[src/rtl/sdr_rr_arbiter.sv]
// sdr_rr_arbiter: round-robin arbiter giving NUM_REQ ROM fetch ports one outstanding SDRAM read at a time.
// Define SDR_TIMEOUT_EN to add a WAIT watchdog that completes a stuck read with all-ones data and pulses timeout.
module sdr_rr_arbiter #(
   parameter int NUM_REQ        = 4,
   parameter int AW             = 25,
   parameter int DW             = 16,
   parameter int TIMEOUT_CYCLES = 255
) (
   input  logic                  clk,
   input  logic                  reset,
   input  logic [NUM_REQ*AW-1:0] rom_addr,
   input  logic [NUM_REQ-1:0]    rom_req,
   output logic [DW-1:0]         rom_data,
   output logic [NUM_REQ-1:0]    rom_rdy,
   output logic [AW-1:0]         sdr_addr,
   output logic                  sdr_req,
   input  logic [DW-1:0]         sdr_data,
   input  logic                  sdr_rdy,
`ifdef SDR_TIMEOUT_EN
   output logic                  timeout,
`endif
   output logic                  busy
);
   localparam int GW = (NUM_REQ > 1) ? $clog2(NUM_REQ) : 1;
   typedef enum logic {IDLE, WAIT} state_t;
   state_t              state_q, state_d;
   logic [NUM_REQ-1:0]  pending_q, pending_d, req_prev_q, rom_rdy_q, rom_rdy_d;
   logic [AW-1:0]       addr_q [NUM_REQ];
   logic [AW-1:0]       addr_d [NUM_REQ];
   logic [AW-1:0]       sdr_addr_q, sdr_addr_d;
   logic                sdr_req_q, sdr_req_d;
   logic [DW-1:0]       rom_data_q, rom_data_d;
   logic [GW-1:0]       last_grant_q, last_grant_d, grant_q, grant_d, pick, idx;
   logic                found;
`ifdef SDR_TIMEOUT_EN
   localparam int CW = ($clog2(TIMEOUT_CYCLES + 1) > 8) ? $clog2(TIMEOUT_CYCLES + 1) : 8;
   logic [CW-1:0]       cnt_q, cnt_d;
   logic                timeout_q, timeout_d;
`endif
   // first pending port after the last winner, wrapping around
   always_comb begin
      pick  = last_grant_q;
      found = 1'b0;
      idx   = '0;
      for (int k = 1; k <= NUM_REQ; k++) begin
         idx = GW'((int'(last_grant_q) + k) % NUM_REQ);
         if (!found && pending_q[idx]) begin
            found = 1'b1;
            pick  = idx;
         end
      end
   end
   always_comb begin
      state_d      = state_q;
      pending_d    = pending_q;
      addr_d       = addr_q;
      sdr_addr_d   = sdr_addr_q;
      sdr_req_d    = 1'b0;
      rom_data_d   = rom_data_q;
      rom_rdy_d    = '0;
      last_grant_d = last_grant_q;
      grant_d      = grant_q;
`ifdef SDR_TIMEOUT_EN
      cnt_d        = (state_q == WAIT) ? cnt_q + CW'(1) : '0;
      timeout_d    = 1'b0;
`endif
      if (state_q == IDLE && found) begin
         sdr_addr_d      = addr_q[pick];
         sdr_req_d       = 1'b1;
         pending_d[pick] = 1'b0;
         last_grant_d    = pick;
         grant_d         = pick;
         state_d         = WAIT;
      end else if (state_q == WAIT && sdr_rdy) begin
         rom_data_d         = sdr_data;
         rom_rdy_d[grant_q] = 1'b1;
         state_d            = IDLE;
      end
`ifdef SDR_TIMEOUT_EN
      else if (state_q == WAIT && cnt_q == CW'(TIMEOUT_CYCLES - 1)) begin
         rom_data_d         = {DW{1'b1}};
         rom_rdy_d[grant_q] = 1'b1;
         timeout_d          = 1'b1;
         state_d            = IDLE;
      end
`endif
      // testing the post-grant pending lets a new edge on the winning port survive its own clear
      for (int i = 0; i < NUM_REQ; i++) begin
         if (rom_req[i] && !req_prev_q[i] && !pending_d[i]) begin
            pending_d[i] = 1'b1;
            addr_d[i]    = rom_addr[i*AW +: AW];
         end
      end
   end
   always_ff @(posedge clk) begin
      if (reset) begin
         state_q      <= IDLE;
         pending_q    <= '0;
         req_prev_q   <= '0;
         addr_q       <= '{default: '0};
         sdr_addr_q   <= '0;
         sdr_req_q    <= 1'b0;
         rom_data_q   <= '0;
         rom_rdy_q    <= '0;
         last_grant_q <= GW'(NUM_REQ - 1);
         grant_q      <= '0;
`ifdef SDR_TIMEOUT_EN
         cnt_q        <= '0;
         timeout_q    <= 1'b0;
`endif
      end else begin
         state_q      <= state_d;
         pending_q    <= pending_d;
         req_prev_q   <= rom_req;
         addr_q       <= addr_d;
         sdr_addr_q   <= sdr_addr_d;
         sdr_req_q    <= sdr_req_d;
         rom_data_q   <= rom_data_d;
         rom_rdy_q    <= rom_rdy_d;
         last_grant_q <= last_grant_d;
         grant_q      <= grant_d;
`ifdef SDR_TIMEOUT_EN
         cnt_q        <= cnt_d;
         timeout_q    <= timeout_d;
`endif
      end
   end
   assign rom_data = rom_data_q;
   assign rom_rdy  = rom_rdy_q;
   assign sdr_addr = sdr_addr_q;
   assign sdr_req  = sdr_req_q;
   assign busy     = (state_q == WAIT);
`ifdef SDR_TIMEOUT_EN
   assign timeout  = timeout_q;
`endif
endmodule

[config.mk]
export PLATFORM = sky130hd
export DESIGN_NAME = sdr_rr_arbiter
export DESIGN_NICKNAME = d
export VERILOG_FILES = /design/src/rtl/sdr_rr_arbiter.sv
export SDC_FILE = /design/constraint.sdc
export NUM_CORES = 1
export LEC_CHECK = 0
export CAP_MARGIN = 25
export CORE_ASPECT_RATIO = 1.4
export CORE_MARGIN = 3
export CORE_UTILIZATION = 25
export CTS_BUF_LIST = sky130_fd_sc_hd__clkbuf_8
export DETAILED_ROUTE_END_ITERATION = 12
export SYNTH_ARGS = -nofsm -noshare
export SYNTH_HDL_FRONTEND = slang
export SYNTH_SLANG_ARGS = --single-unit
export TNS_END_PERCENT = 100
[constraint.sdc]
create_clock -name clk -period 3.4 [get_ports clk]
set_clock_uncertainty 0.1 [all_clocks]
set_input_delay 0.34 -clock clk [delete_from_list [all_inputs] [get_ports clk]]
set_output_delay 0.34 -clock clk [all_outputs]
set_load 0.05 [all_outputs]
After elaboration in Yosys (flattened, before gate mapping)
Cells that the tools add are included.
{ "totals": {"ff_bits": 159, "input_bits": 123, "wordCells": 92} }
{ "op_classes": {"add_sub_neg": 4, "n_lt_le_gt_ge": 9, "n_mux": 31, "n_bitwise": 6, "reduce_logical": 29} }
{ "op_table": {"columns": ["cell", "count"], "rows": [
  ["25-bit binary-select mux with 2-bit select", 1],
  ["25-bit two-way mux", 2],
  ["2-bit by 3-bit < comparator with 1-bit output (second input constant)", 6],
  ["1-bit two-way mux", 17],
  ["1-bit logical AND", 15],
  ["1-bit logical NOT", 11],
  ["1-bit binary-select mux with 2-bit select", 4],
  ["2-bit two-way mux", 4],
  ["2-bit by 1-bit adder with 2-bit output (second input constant)", 2],
  ["2-bit adder (second input constant)", 2],
  ["4-bit AND", 1],
  ["1-bit demux with 2-bit select", 2],
  ["2-bit by 1-bit >= comparator with 1-bit output (second input constant)", 2],
  ["4-bit two-way mux", 1],
  ["4-bit inverter", 1],
  ["3-bit >= comparator (second input constant)", 1],
  ["1-bit inverter", 3],
  ["2-bit inverter with 3-bit output", 1],
  ["3-bit OR reduction", 1],
  ["2-bit AND reduction", 1],
  ["2-bit nonzero test", 1]
]} }

Logic depth before layout (Yosys ltp)
{ "depth": {"word_depth": 23, "ltp_mapped": 9, "ltp_nobuf": 5} }

Worst setup path before layout
OpenSTA, ideal clock, no wires.
{ "synth_path": {"path_type": "reg-to-reg", "startpoint": "register state_q, in the netlist busy", "endpoint": "register addr_q[30] (netlist name)", "setup_time_ns": 0.072, "arrival_ns": 2.193, "required_time_ns": 3.228, "slack_ns": 1.036, "path_stages_with_launch": 8, "synth_period_minus_slack_ns": 2.364, "path_cell_list": "dfxtp_1 clkbuf_1 or2_1 buf_2 or4_4 o22ai_4 buf_6 mux2i_1"} }
{ "synth_via": {"elab_chain_cells": 5} }
{ "synth_lines": {"columns": ["element", "line", "text"], "rows": [
  ["from (decl)", "26", "state_t state_q, state_d;"],
  ["from (signal assigned)", "112", "state_q <= state_d;"],
  ["1-bit inverter", "67", "if (state_q == IDLE && found) begin"],
  ["1-bit logical AND", "67", null],
  ["4-bit two-way mux", "67", null],
  ["1-bit logical NOT", "89", "if (rom_req[i] && !req_prev_q[i] && !pending_d[i]) begin"],
  ["1-bit logical AND", "89", null],
  ["to (signal assigned)", "115", "addr_q <= addr_d;"],
  ["to (decl)", "28", "logic [AW-1:0] addr_q [NUM_REQ];"]
]} }
No other way between the ends.
A chain may end at the register's enable or synchronous reset.

Worst setup path in the final report
{ "layout_path": {"startpoint": "register pending_q[3]", "endpoint": "register sdr_addr_q[11], in the netlist sdr_addr[11]"} }
{ "layout_via": {"elab_chain_cells": 16, "word_cells_on_any_way": 27, "cone_classes": "mux: 19; bitwise: 1; reduce/logical: 7"} }
{ "layout_lines": {"columns": ["element", "line", "text"], "rows": [
  ["from (decl)", "27", "logic [NUM_REQ-1:0] pending_q, pending_d, req_prev_q, rom_rdy_q, rom_rdy_d;"],
  ["from (signal assigned)", "113", "pending_q <= pending_d;"],
  ["1-bit binary-select mux with 2-bit select", "47", "if (!found && pending_q[idx]) begin"],
  ["1-bit two-way mux (not written as such)", "47", null],
  ["1-bit two-way mux", "47", null],
  ["1-bit logical NOT", "47", null],
  ["1-bit logical AND", "47", null],
  ["1-bit two-way mux", "47", null],
  ["1-bit logical NOT", "47", null],
  ["1-bit logical AND", "47", null],
  ["1-bit two-way mux", "47", null],
  ["1-bit logical NOT", "47", null],
  ["1-bit logical AND", "47", null],
  ["2-bit two-way mux", "47", null],
  ["2-bit inverter with 3-bit output (not written as such)", "68", "sdr_addr_d = addr_q[pick];"],
  ["25-bit binary-select mux with 2-bit select", "68", null],
  ["25-bit two-way mux (not written as such) (2 in a row)", "68", null],
  ["to (signal assigned)", "116", "sdr_addr_q <= sdr_addr_d;"],
  ["to (decl)", "30", "logic [AW-1:0] sdr_addr_q, sdr_addr_d;"]
]} }
Several ways; a longest one is shown, not always the timed one. The select of a mux whose other input is x is not followed.

==> impl_metrics.yaml <==
floorplan:
  num_io_pins: 170
  die_area_um2: 31430
  die_h_um: 208.6
  row_count: 73
  core_area_um2: 28680
  start_util_pct: 25.55
  die_w_um: 150.7
synth:
  syn_nets: 873
  yosys_warnings: 0
  ys_seq_area_share_pct: 43.44
  synth_top_area_share_pct: 43.44
  post-synth-top-area-cell: "dfxtp_1"
  synth.distinct_cells: 37
  syn_area_um2: 7328
  netlist_instances: 750
  syn_area_per_cell_um2: 9.771
  synth_seq_cells: 159
  synthTopCellsByArea: "dfxtp_1, nand2b_1, mux2i_1"
clocking:
  hold_buffers: 0
  clkTransAtPathRegs_ps: 90
  htreeDepth: 4
  cts.path.max_buffers: 2
  cts_tree: "done"
  postCtsSetupRepairBufs: 0
  cts-root-buf: "clkbuf_8"
  cts_sinks: 159
  cts_resized: 0
  worstSkewPairLatency_ps: 450
  numCtsBuffers: 17
layout:
  diodes: 0
  final_cell_mix: "nand2b_1, clkdlybuf4s50_1, dfxtp_1"
  layout-drive-gt1-share_pct: 6.491
  fillCellCount: 2968
  areaGrowthSynthToFinish_pct: 33.26
  final_nets: 1019
  final_common_cell: "nand2b_1"
  multi_input_area_um2: 3817
  ff_latch_area_um2: 3183
worst_setup_path:
  crit_slowest_cell: "a21oi_1"
  arrival_ps: 2780
  crit_top_cell: "a211oi_1"
  cp-end-kind: "flop"
  critical_path.cell_chain: "or2_1 > a21oi_1 > o21ai_2 > buf_4 > a211oi_1 > a211oi_1"
  path_class: "reg2reg"
  r2r_start: "pending_q[3]$_SDFF_PP0_"
  path_max_fanout: 16
  path_buf_inv: 1
  rr_endpoint: "sdr_addr[11]$_SDFFE_PP0P_"
  r2r_slack_ps: 830
  start_kind: "flop"
  worstPathRequired_ps: 3610
  max_stage_delay_ps: 500
  r2r_cells: 6
  cpLargestDelayFamily: "compound AO/OA/AOI/OAI gates"
timing:
  fin_crit_sh_pct: 75.47
  finalSetupViolCount: 0
  finalCriticalPeriod_ps: 2566
  worst_slack_ps: 834.0
  setup_tns_ps: 0
  tightestPinTransition_ps: 852.5
  max_slew_margin_pct: 43.17
  rsz0062_at_grt: "no"
  fmax_mhz: 389.7
  slew_violations: 0
  hold_viol_final: 0
place:
  dpl_worst_slack_ps: 862.0
  gp_congestion: 0.7984
  place_hpwl_um: 15820
  io_buffer_count: 169
global_routing:
  antenna_found_initial: 0
  grt_pass1_vias: 5839
  grt_use_total_pct: 13.70
  grt_overflow_total: 0
  grt_max_degree: 81
  grt_pass1_wl_um: 33240
power_and_ir_drop:
  power_frac_comb_pct: 28.5
  leakagePower_nw: 3.627
  p_int_mw: 3.307
  power_mw: 4.951
  clkPwrFrac_pct: 27.4
  peakVddDrop_mv: 0.2748
  powerDensity_nw_per_um2: 507.0
  switchingPower_mw: 1.645
  p_seq_share_pct: 44.1
  p_sw_share_pct: 33.21
worst_hold_path:
  hold-path-endpoint: "addr_q[57]$_SDFFE_PP0P_"
  hold_path_depth: 3
  hold_class: "in2reg"
  worstHoldStart: "rom_addr[32]"
drt:
  dr.pass1.iters: 4
  wire_per_inst_um: 16.65
  drt-total-wl_um: 21390
  drt_iter0_markers: 260
  drtAntennaViolNets: 0
  num_vias: 5696
  drc: 0
  via_per_inst: 4.436
run:
  maxCapViolations: 0
status:
  outcome: "finished, final reports clean"
## per-layer routing
layer | share of wire [%] | wire length (um) | global-route usage, %
met4 | 3.1 | 654 | 5.757
met2 | 50 | 10590 | 22.87
met3 | 3.8 | 806 | 2.755
met1 | 44 | 9336 | 17.09
met5 | 0 | 0 | 0
## worst min-delay path, delay by kind of cell
family                 cells  cell delay (ps)
buffers and inverters      1              390
AND/OR/NAND/NOR            1               70
multiplexers               1               60
## sequential cells by signal (all words and copies together) (netlist names)
name and count:
addr_q 100, sdr_addr 25, rom_data 16, pending_q 4, req_prev_q 4, rom_rdy 4
grant_q 2, last_grant_q 2, busy 1, sdr_req 1
## final cells by class
cell class	count	share of cell area, %
clock buffer	18	2.537
clock inverter	14	1.294
inverter	26	0.9994
multi-input combinational	505	39.09
sequential	159	32.59
tap	375	4.805
timing repair buffer	187	18.68
## worst max-delay path by stage
stage / depth (start not counted) / slack (ps) / startpoint / end
detailed placement: 6 / 860 / pending_q[3]$_SDFF_PP0_ / sdr_addr[11]$_SDFFE_PP0P_
global placement: 6 / 870 / pending_q[3]$_SDFF_PP0_ / sdr_addr[11]$_SDFFE_PP0P_
CTS: 6 / 840 / pending_q[3]$_SDFF_PP0_ / sdr_addr[11]$_SDFFE_PP0P_
global route: 6 / 700 / pending_q[3]$_SDFF_PP0_ / sdr_addr[11]$_SDFFE_PP0P_
floorplan: 7 / 1040 / busy$_SDFFE_PP0P_ / addr_q[30]$_SDFFE_PP0P_
finish: 6 / 830 / pending_q[3]$_SDFF_PP0_ / sdr_addr[11]$_SDFFE_PP0P_
## cell families (layout without fill, tap and decap cells)
kind of cell,Yosys count,after routing,synth area share (%)
simple gates,238,238,19.98
flops,159,159,43.44
compound gates,142,142,14.50
mux,125,125,17.07
buf+inv,86,245,5.019
## cell usage after synthesis
cell type  instances
a211oi_1          50
o22ai_4            1
nand3_1            1
nor3_2             1
o21bai_1          26
a21o_1             2
nand2b_1         208
nor4b_1            1
buf_4              6
nand2_1            4
or2_1              2
buf_1              1
nor3_1             1
o31ai_1            2
clkbuf_1          45
mux2i_1          125
buf_6              2
a21boi_0           1
a21bo_2            1
dfxtp_1          159
buf_2              6
a21oi_1            7
or4_4              1
nor2_1            10
o22ai_2            3
nor2b_1            4
a31oi_1           25
inv_1             26
o211ai_1           1
o211a_1            1
nor4_1             2
a211o_1            2
or4_1              1
o21ai_0            1
and3_1             2
a22o_1            16
o21ai_1            3
## metrics by stage
| stage | cells | util, % | area, um2 | hold slack, ps |
|---|---|---|---|---|
| floorplan | 750 | - | 7328 | 329.4 |
| global placement | 1252 | 32.75 | 9392 | 356.9 |
| detailed placement | 1252 | 32.75 | 9392 | 362.4 |
| CTS | 1284 | 34.05 | 9766 | 315.6 |
| global route | 1284 | 34.05 | 9766 | 334.5 |
| finish | 1284 | 34.05 | 9766 | 351.3 |
## power by group through the flow
stage	Clock, mW	Combinational [mW]	Sequential (mW)
after floorplan	0	0.669	2.44
after global placement	0	1.42	2.22
after detailed placement	0	1.43	2.23
after CTS	1.41	1.44	2.18
after global routing	1.48	1.52	2.21
final	1.36	1.41	2.18
Power figures use the tool's default switching activity.
